--- config.mk ---
export PLATFORM = sky130hd
export DESIGN_NAME = slos_receive
export DESIGN_NICKNAME = d
export VERILOG_FILES = /design/src/rtl/slos_receive.sv
export SDC_FILE = /design/constraint.sdc
export NUM_CORES = 1
export LEC_CHECK = 0
export CELL_PAD_IN_SITES_DETAIL_PLACEMENT = 2
export CELL_PAD_IN_SITES_GLOBAL_PLACEMENT = 2
export CORE_ASPECT_RATIO = 2
export CORE_MARGIN = 5
export CORE_UTILIZATION = 40
export DETAILED_ROUTE_END_ITERATION = 6
export PLACE_DENSITY_LB_ADDON = 0.1
export SYNTH_ARGS = -nofsm -noshare
export SYNTH_HDL_FRONTEND = slang
export SYNTH_SLANG_ARGS = --single-unit
export TNS_END_PERCENT = 1
--- constraint.sdc ---
create_clock -name clk -period 2.8 [get_ports clk]
set_input_delay 0.7 -clock clk [delete_from_list [all_inputs] [get_ports clk]]
set_output_delay 0.7 -clock clk [all_outputs]
set_load 0.1 [all_outputs]
--- src/rtl/slos_receive.sv ---
// slos_receive: USB4 SLOS1/SLOS2 (PRBS11) receiver that hunts the seed window, tracks and locks.
// Define SLOS_RX_AUTO_POL_EN to take the polarity from the seed window instead of slos1_slos2.
module slos_receive #(
    parameter logic [10:0] SEED       = 11'h400,
    parameter int unsigned DET_ROUNDS = 2,
    parameter int unsigned ERR_MAX    = 3
) (
    input  logic       clk,
    input  logic       reset,
    input  logic       enable,
    input  logic       data_in,
    input  logic       slos1_slos2,
    output logic       slos_locked,
    output logic       slos_received,
    output logic       round_done,
    output logic       bit_err,
    output logic       slos_type,
    output logic [1:0] dbg_state_o
);

    localparam logic [1:0] ST_HUNT   = 2'd0;
    localparam logic [1:0] ST_TRACK  = 2'd1;
    localparam logic [1:0] ST_LOCKED = 2'd2;

    localparam logic [3:0] ERR_LIM = (ERR_MAX > 15) ? 4'd15 : 4'(ERR_MAX);
    localparam logic [3:0] DET_LIM = (DET_ROUNDS > 15) ? 4'd15 : 4'(DET_ROUNDS);

    logic [1:0]  state_q, state_d;
    logic [9:0]  h_q, h_d;
    logic [3:0]  seen_q, seen_d;
    logic [10:0] lfsr_q, lfsr_d;
    logic        rep_q, rep_d;
    logic [10:0] bit_cnt_q, bit_cnt_d;
    logic [3:0]  err_cnt_q, err_cnt_d;
    logic [3:0]  round_cnt_q, round_cnt_d;
    logic        received_q, received_d;
    logic        round_done_q, round_done_d;
    logic        bit_err_q, bit_err_d;

    logic        pol;
    logic        hunt_bit;
    logic        b;
    logic [10:0] window;
    logic        win_ok;
    logic        match_p;
    logic        found;
    logic        hold;
    logic [10:0] lfsr_step;
    logic        exp_bit;
    logic        mismatch;
    logic        last_bit;
    logic [3:0]  err_sat;
    logic [3:0]  rnd_sat;

`ifdef SLOS_RX_AUTO_POL_EN
    // Hunt on raw line data so both polarities of the seed window are visible.
    logic pol_q, pol_d;
    logic match_n;
    assign pol      = pol_q;
    assign hunt_bit = data_in;
    assign match_n  = win_ok && (window == ~SEED);
    assign found    = match_p || match_n;
`else
    assign pol      = slos1_slos2;
    assign hunt_bit = data_in ^ slos1_slos2;
    assign found    = match_p;
`endif

    assign b         = data_in ^ pol;
    assign window    = {h_q, hunt_bit};
    assign win_ok    = (seen_q >= 4'd10);
    assign match_p   = win_ok && (window == SEED);

    // The seed state is emitted twice per round: once as the hold bit, then the LFSR resumes.
    assign hold      = (lfsr_q == SEED) && !rep_q;
    assign lfsr_step = {lfsr_q[9:0], lfsr_q[10] ^ lfsr_q[8]};
    assign exp_bit   = hold ? lfsr_q[0] : lfsr_step[0];
    assign mismatch  = (b != exp_bit);
    assign last_bit  = (bit_cnt_q == 11'h7FF);
    assign err_sat   = (err_cnt_q == 4'hF) ? 4'hF : err_cnt_q + 4'd1;
    assign rnd_sat   = (round_cnt_q == 4'hF) ? 4'hF : round_cnt_q + 4'd1;

    always_comb begin
        state_d      = state_q;
        h_d          = h_q;
        seen_d       = seen_q;
        lfsr_d       = lfsr_q;
        rep_d        = rep_q;
        bit_cnt_d    = bit_cnt_q;
        err_cnt_d    = err_cnt_q;
        round_cnt_d  = round_cnt_q;
        received_d   = received_q;
        round_done_d = 1'b0;
        bit_err_d    = 1'b0;
`ifdef SLOS_RX_AUTO_POL_EN
        pol_d        = pol_q;
`endif
        if (!enable) begin
            state_d     = ST_HUNT;
            h_d         = '0;
            seen_d      = '0;
            lfsr_d      = SEED;
            rep_d       = 1'b0;
            bit_cnt_d   = '0;
            err_cnt_d   = '0;
            round_cnt_d = '0;
            received_d  = 1'b0;
`ifdef SLOS_RX_AUTO_POL_EN
            pol_d       = 1'b0;
`endif
        end else if (state_q == ST_HUNT) begin
            h_d    = window[9:0];
            seen_d = (seen_q == 4'd11) ? seen_q : seen_q + 4'd1;
            if (found) begin
                state_d   = ST_TRACK;
                lfsr_d    = SEED;
                rep_d     = 1'b0;
                bit_cnt_d = '0;
                err_cnt_d = '0;
`ifdef SLOS_RX_AUTO_POL_EN
                pol_d     = !match_p;
`endif
            end
        end else begin
            if (hold) begin
                rep_d = 1'b1;
            end else begin
                lfsr_d = lfsr_step;
                rep_d  = 1'b0;
            end
            bit_cnt_d = bit_cnt_q + 11'd1;
            bit_err_d = mismatch;
            if (state_q == ST_TRACK) begin
                if (mismatch) begin
                    state_d = ST_HUNT;
                end else if (last_bit) begin
                    state_d     = ST_LOCKED;
                    err_cnt_d   = '0;
                    round_cnt_d = '0;
                end
            end else begin
                if (mismatch) begin
                    err_cnt_d = err_sat;
                end
                if (mismatch && (err_sat > ERR_LIM)) begin
                    state_d = ST_HUNT;
                end else if (last_bit) begin
                    round_done_d = 1'b1;
                    round_cnt_d  = rnd_sat;
                    err_cnt_d    = '0;
                    if (rnd_sat >= DET_LIM) begin
                        received_d = 1'b1;
                    end
                end
            end
            // Losing track or lock restarts the hunt from an empty window.
            if (state_d == ST_HUNT) begin
                h_d         = '0;
                seen_d      = '0;
                lfsr_d      = SEED;
                rep_d       = 1'b0;
                bit_cnt_d   = '0;
                err_cnt_d   = '0;
                round_cnt_d = '0;
                received_d  = 1'b0;
            end
        end
    end

    always_ff @(posedge clk or negedge reset) begin
        if (!reset) begin
            state_q      <= ST_HUNT;
            h_q          <= '0;
            seen_q       <= '0;
            lfsr_q       <= SEED;
            rep_q        <= 1'b0;
            bit_cnt_q    <= '0;
            err_cnt_q    <= '0;
            round_cnt_q  <= '0;
            received_q   <= 1'b0;
            round_done_q <= 1'b0;
            bit_err_q    <= 1'b0;
`ifdef SLOS_RX_AUTO_POL_EN
            pol_q        <= 1'b0;
`endif
        end else begin
            state_q      <= state_d;
            h_q          <= h_d;
            seen_q       <= seen_d;
            lfsr_q       <= lfsr_d;
            rep_q        <= rep_d;
            bit_cnt_q    <= bit_cnt_d;
            err_cnt_q    <= err_cnt_d;
            round_cnt_q  <= round_cnt_d;
            received_q   <= received_d;
            round_done_q <= round_done_d;
            bit_err_q    <= bit_err_d;
`ifdef SLOS_RX_AUTO_POL_EN
            pol_q        <= pol_d;
`endif
        end
    end

    assign slos_locked   = (state_q == ST_LOCKED);
    assign slos_received = received_q;
    assign round_done    = round_done_q;
    assign bit_err       = bit_err_q;
    assign dbg_state_o   = state_q;
`ifdef SLOS_RX_AUTO_POL_EN
    assign slos_type     = pol_q;
`else
    assign slos_type     = slos1_slos2;
`endif

endmodule
==> out/results.ini, run 1 <==
[yosys]
synth_ff_type = dfrtp_1
syn_avg_cell_area_um2 = 10.2
synth_nets = 279
syn_area_um2 = 2750
ys_types = 58
yosysTopAreaCellShare = 0.445
synth_edf_count = 0
synth_area_leaders = dfrtp_1 (45%), a32o_1 (7.6%), nor2_1 (2.7%), a211oi_1 (2.5%), nand2_1 (2.3%)
ys_warn_count = 0
ys_seq_area_frac = 0.455
synth-async-reset-ratio = 1.00
synthCells = 269
synth-seq-cells = 50
synth_top_area_cell = dfrtp_1

[setup_path]
cp.arrival_ns = 2.87
required_ns = 2.98
crit_type = input port to flop
critPathCaptureType = flop
start_kind = input port
critPathMaxFanout = 22
rr_worst_depth = 6

[power_and_ir_drop]
p_leak_nw = 1.34
vdd_drop_max_mv = 0.372
p_clk_frac = 0.412
seq_power_share = 0.458
power_frac_comb = 0.130
switching_share = 0.241
power_density_nw_per_um2 = 498
power_w = 0.00164
internal_power_w = 0.00124
power_switching_w = 0.000394

[global_routing]
grt_usage = 0.203
grt_pass1_vias = 2673
grt_overflow = 0
grt_max_degree = 28
grt_pass1_wl_mm = 13.4
antenna_found_initial = 0

[sta]
fmax_mhz = 370
final.setup.worst_slack_ns = 0.101
finalMaxSlewViolations = 0
finalCritPeriodShare = 0.964
setup_viol = 0
layout_min_cycle_time_ns = 2.70
relSlewSlack = 0.557
worst_slew_pin_slew_ns = 0.659
fin_skew_ns = 0.00401
finalHoldViolCount = 0

[placement]
placedInstanceArea_um2 = 3110
dp.cells = 372
place_ws_ns = -0.191
port_buffers = 11
gp_congestion = 0.803
hpwl_mm = 5.80

[route]
num_vias = 2356
via_per_inst = 6.20
firstDrtPassIters = 4
wl_per_cell_um = 21.1
wl_mm = 8.01
drcViolationCount = 0
final_antenna_net_count = 0
drt_iter0_drc = 98

[floorplanning]
die_h_um = 127
rows = 42
die_w_um = 68.7
io_pins = 12
design.core.area_um2 = 6670
start_util = 0.412
die_area_um2 = 8740

[cells_and_area]
final_cells = 380
final_net_count = 301
final_common_cell = dfrtp_1
syn_to_final_growth_pct = 19.5
final_cell_mix = dfrtp_1 (49), buf_4 (24), a32o_1 (21)
fin_area_um2 = 3290
drive_gt1_frac = 0.168
antennaDiodeCount = 0

[clocking]
clk_pin_slew_worst_paths_ns = 0.06
cts_tree = yes
cts-htree-levels = 2
clkLatencyLatePin_ns = 0.29
cts_root_buffer = clkbuf_16
clkSinkCount = 50
post-cts-setup-buffers = 0
numCtsBuffers = 5
clock_path_buffers = 2

[status]
status = completed

[hold_path]
hold_path.class = input port to async pin

[job]
max_cap_violations = 0

## worst paths after layout
kind	from	end	slack, ns
max	slos1_slos2	h_q[0]	0.10
min	reset	bit_cnt_q[5]	0.43
max reg2reg	lfsr_q[10]	h_q[0]	0.32
min reg2reg	h_q[2]	h_q[3]	0.52
max in group asynchronous	reset	lfsr_q[10]	1.73
min in group clk	h_q[2]	h_q[3]	0.52
## kinds of logic after synthesis
group | share of synthesized area
xor+xnor | 0.0214
flops | 0.455
buf+inv | 0.0395
simple gates | 0.187
compound gates | 0.256
fa+ha+maj | 0.0227
mux | 0.0186
## registers in the layout (all words and copies together), names as in the netlist
signal and flops:
lfsr_q 11, round_done 1, dbg_state_o 2, round_cnt_q 4, bit_cnt_q 11, rep_q 1
h_q 10, bit_err 1, err_cnt_q 4, seen_q 4, slos_received 1
## timing repair
| item | 4_1_cts | 5_1_grt |
|---|---|---|
| hold endpoints to repair | 0 | 0 |
| hold buffers | 0 | 0 |
| setup endpoints to repair | 0 | 1 |
| gates resized for setup | 0 | 2 |
## synth_stat cells, drive strengths merged (2+ instances only)
cell / count
dfrtp: 49
a32o: 21
nor2: 20
nand2: 17
clkbuf: 11
o21ai: 11
nand3: 10
a211oi: 9
inv: 8
nor3: 8
o31ai: 8
a21oi: 7
buf: 7
or4: 7
ha: 5
nor4: 5
or3: 5
a2111oi: 4
a31oi: 4
mux2i: 4
nand4: 4
o32ai: 4
xnor2: 4
a41oi: 3
nor3b: 3
and3: 2
nand3b: 2
nor4b: 2
o2111ai: 2
o211ai: 2
o21a: 2
## area by class of cell
class	instances	area (um2)
clock buffers	7	133
inverters	8	30.0
clock inverters	1	30.0
well taps	88	110
flip-flops and latches	50	1250
fillers	723	3390
repair buffers	33	315
multi-input cells	193	1420
## worst max-delay path, stage by stage
cell and delay [ns]:
clkdlybuf4s50_1 0.65, xor2_4 0.27, buf_4 0.17, nor2_1 0.04, mux2i_1 0.31, o211ai_1 0.24, buf_12 0.22, a32o_1 0.26
## per-layer routing
metal,global-route usage,vias up,part of all wire
li1,-,1107,-
met1,0.231,1220,0.39
met2,0.367,18,0.58
met3,0.0351,11,0.016
met4,0.0645,0,0.018
met5,0,-,0
## power by group through the flow
stage               logic, W  registers [W]  clock network [W]
floorplan           0.000116       0.000758                  0
global placement    0.000198       0.000762                  0
detailed placement  0.000206       0.000761                  0
CTS                 0.000211       0.000749           0.000700
global route        0.000235       0.000750           0.000729
finish              0.000213       0.000749           0.000674
## through the flow
step	TNS, ns	hold slack (ns)	utilization
after floorplan	0	0.404	-
after global placement	-0.937	0.499	0.466
after detailed placement	-5.62	0.515	0.466
after CTS	0	0.446	0.490
after global routing	-0.00393	0.478	0.493
final	0	0.433	0.493
No activity file was read; power rests on OpenSTA's default activity.
==> run 2: changes to the inputs <==
--- a/config.mk
+++ b/config.mk
@@ -10,8 +10,10 @@
 export CORE_ASPECT_RATIO = 2
 export CORE_MARGIN = 5
 export CORE_UTILIZATION = 40
+export CTS_CLUSTER_DIAMETER = 30
 export DETAILED_ROUTE_END_ITERATION = 6
 export PLACE_DENSITY_LB_ADDON = 0.1
+export SLEW_MARGIN = 20
 export SYNTH_ARGS = -nofsm -noshare
 export SYNTH_HDL_FRONTEND = slang
 export SYNTH_SLANG_ARGS = --single-unit
==> results of run 2 <==
The final DEF is identical to that of run 1; final timing and power are the same.
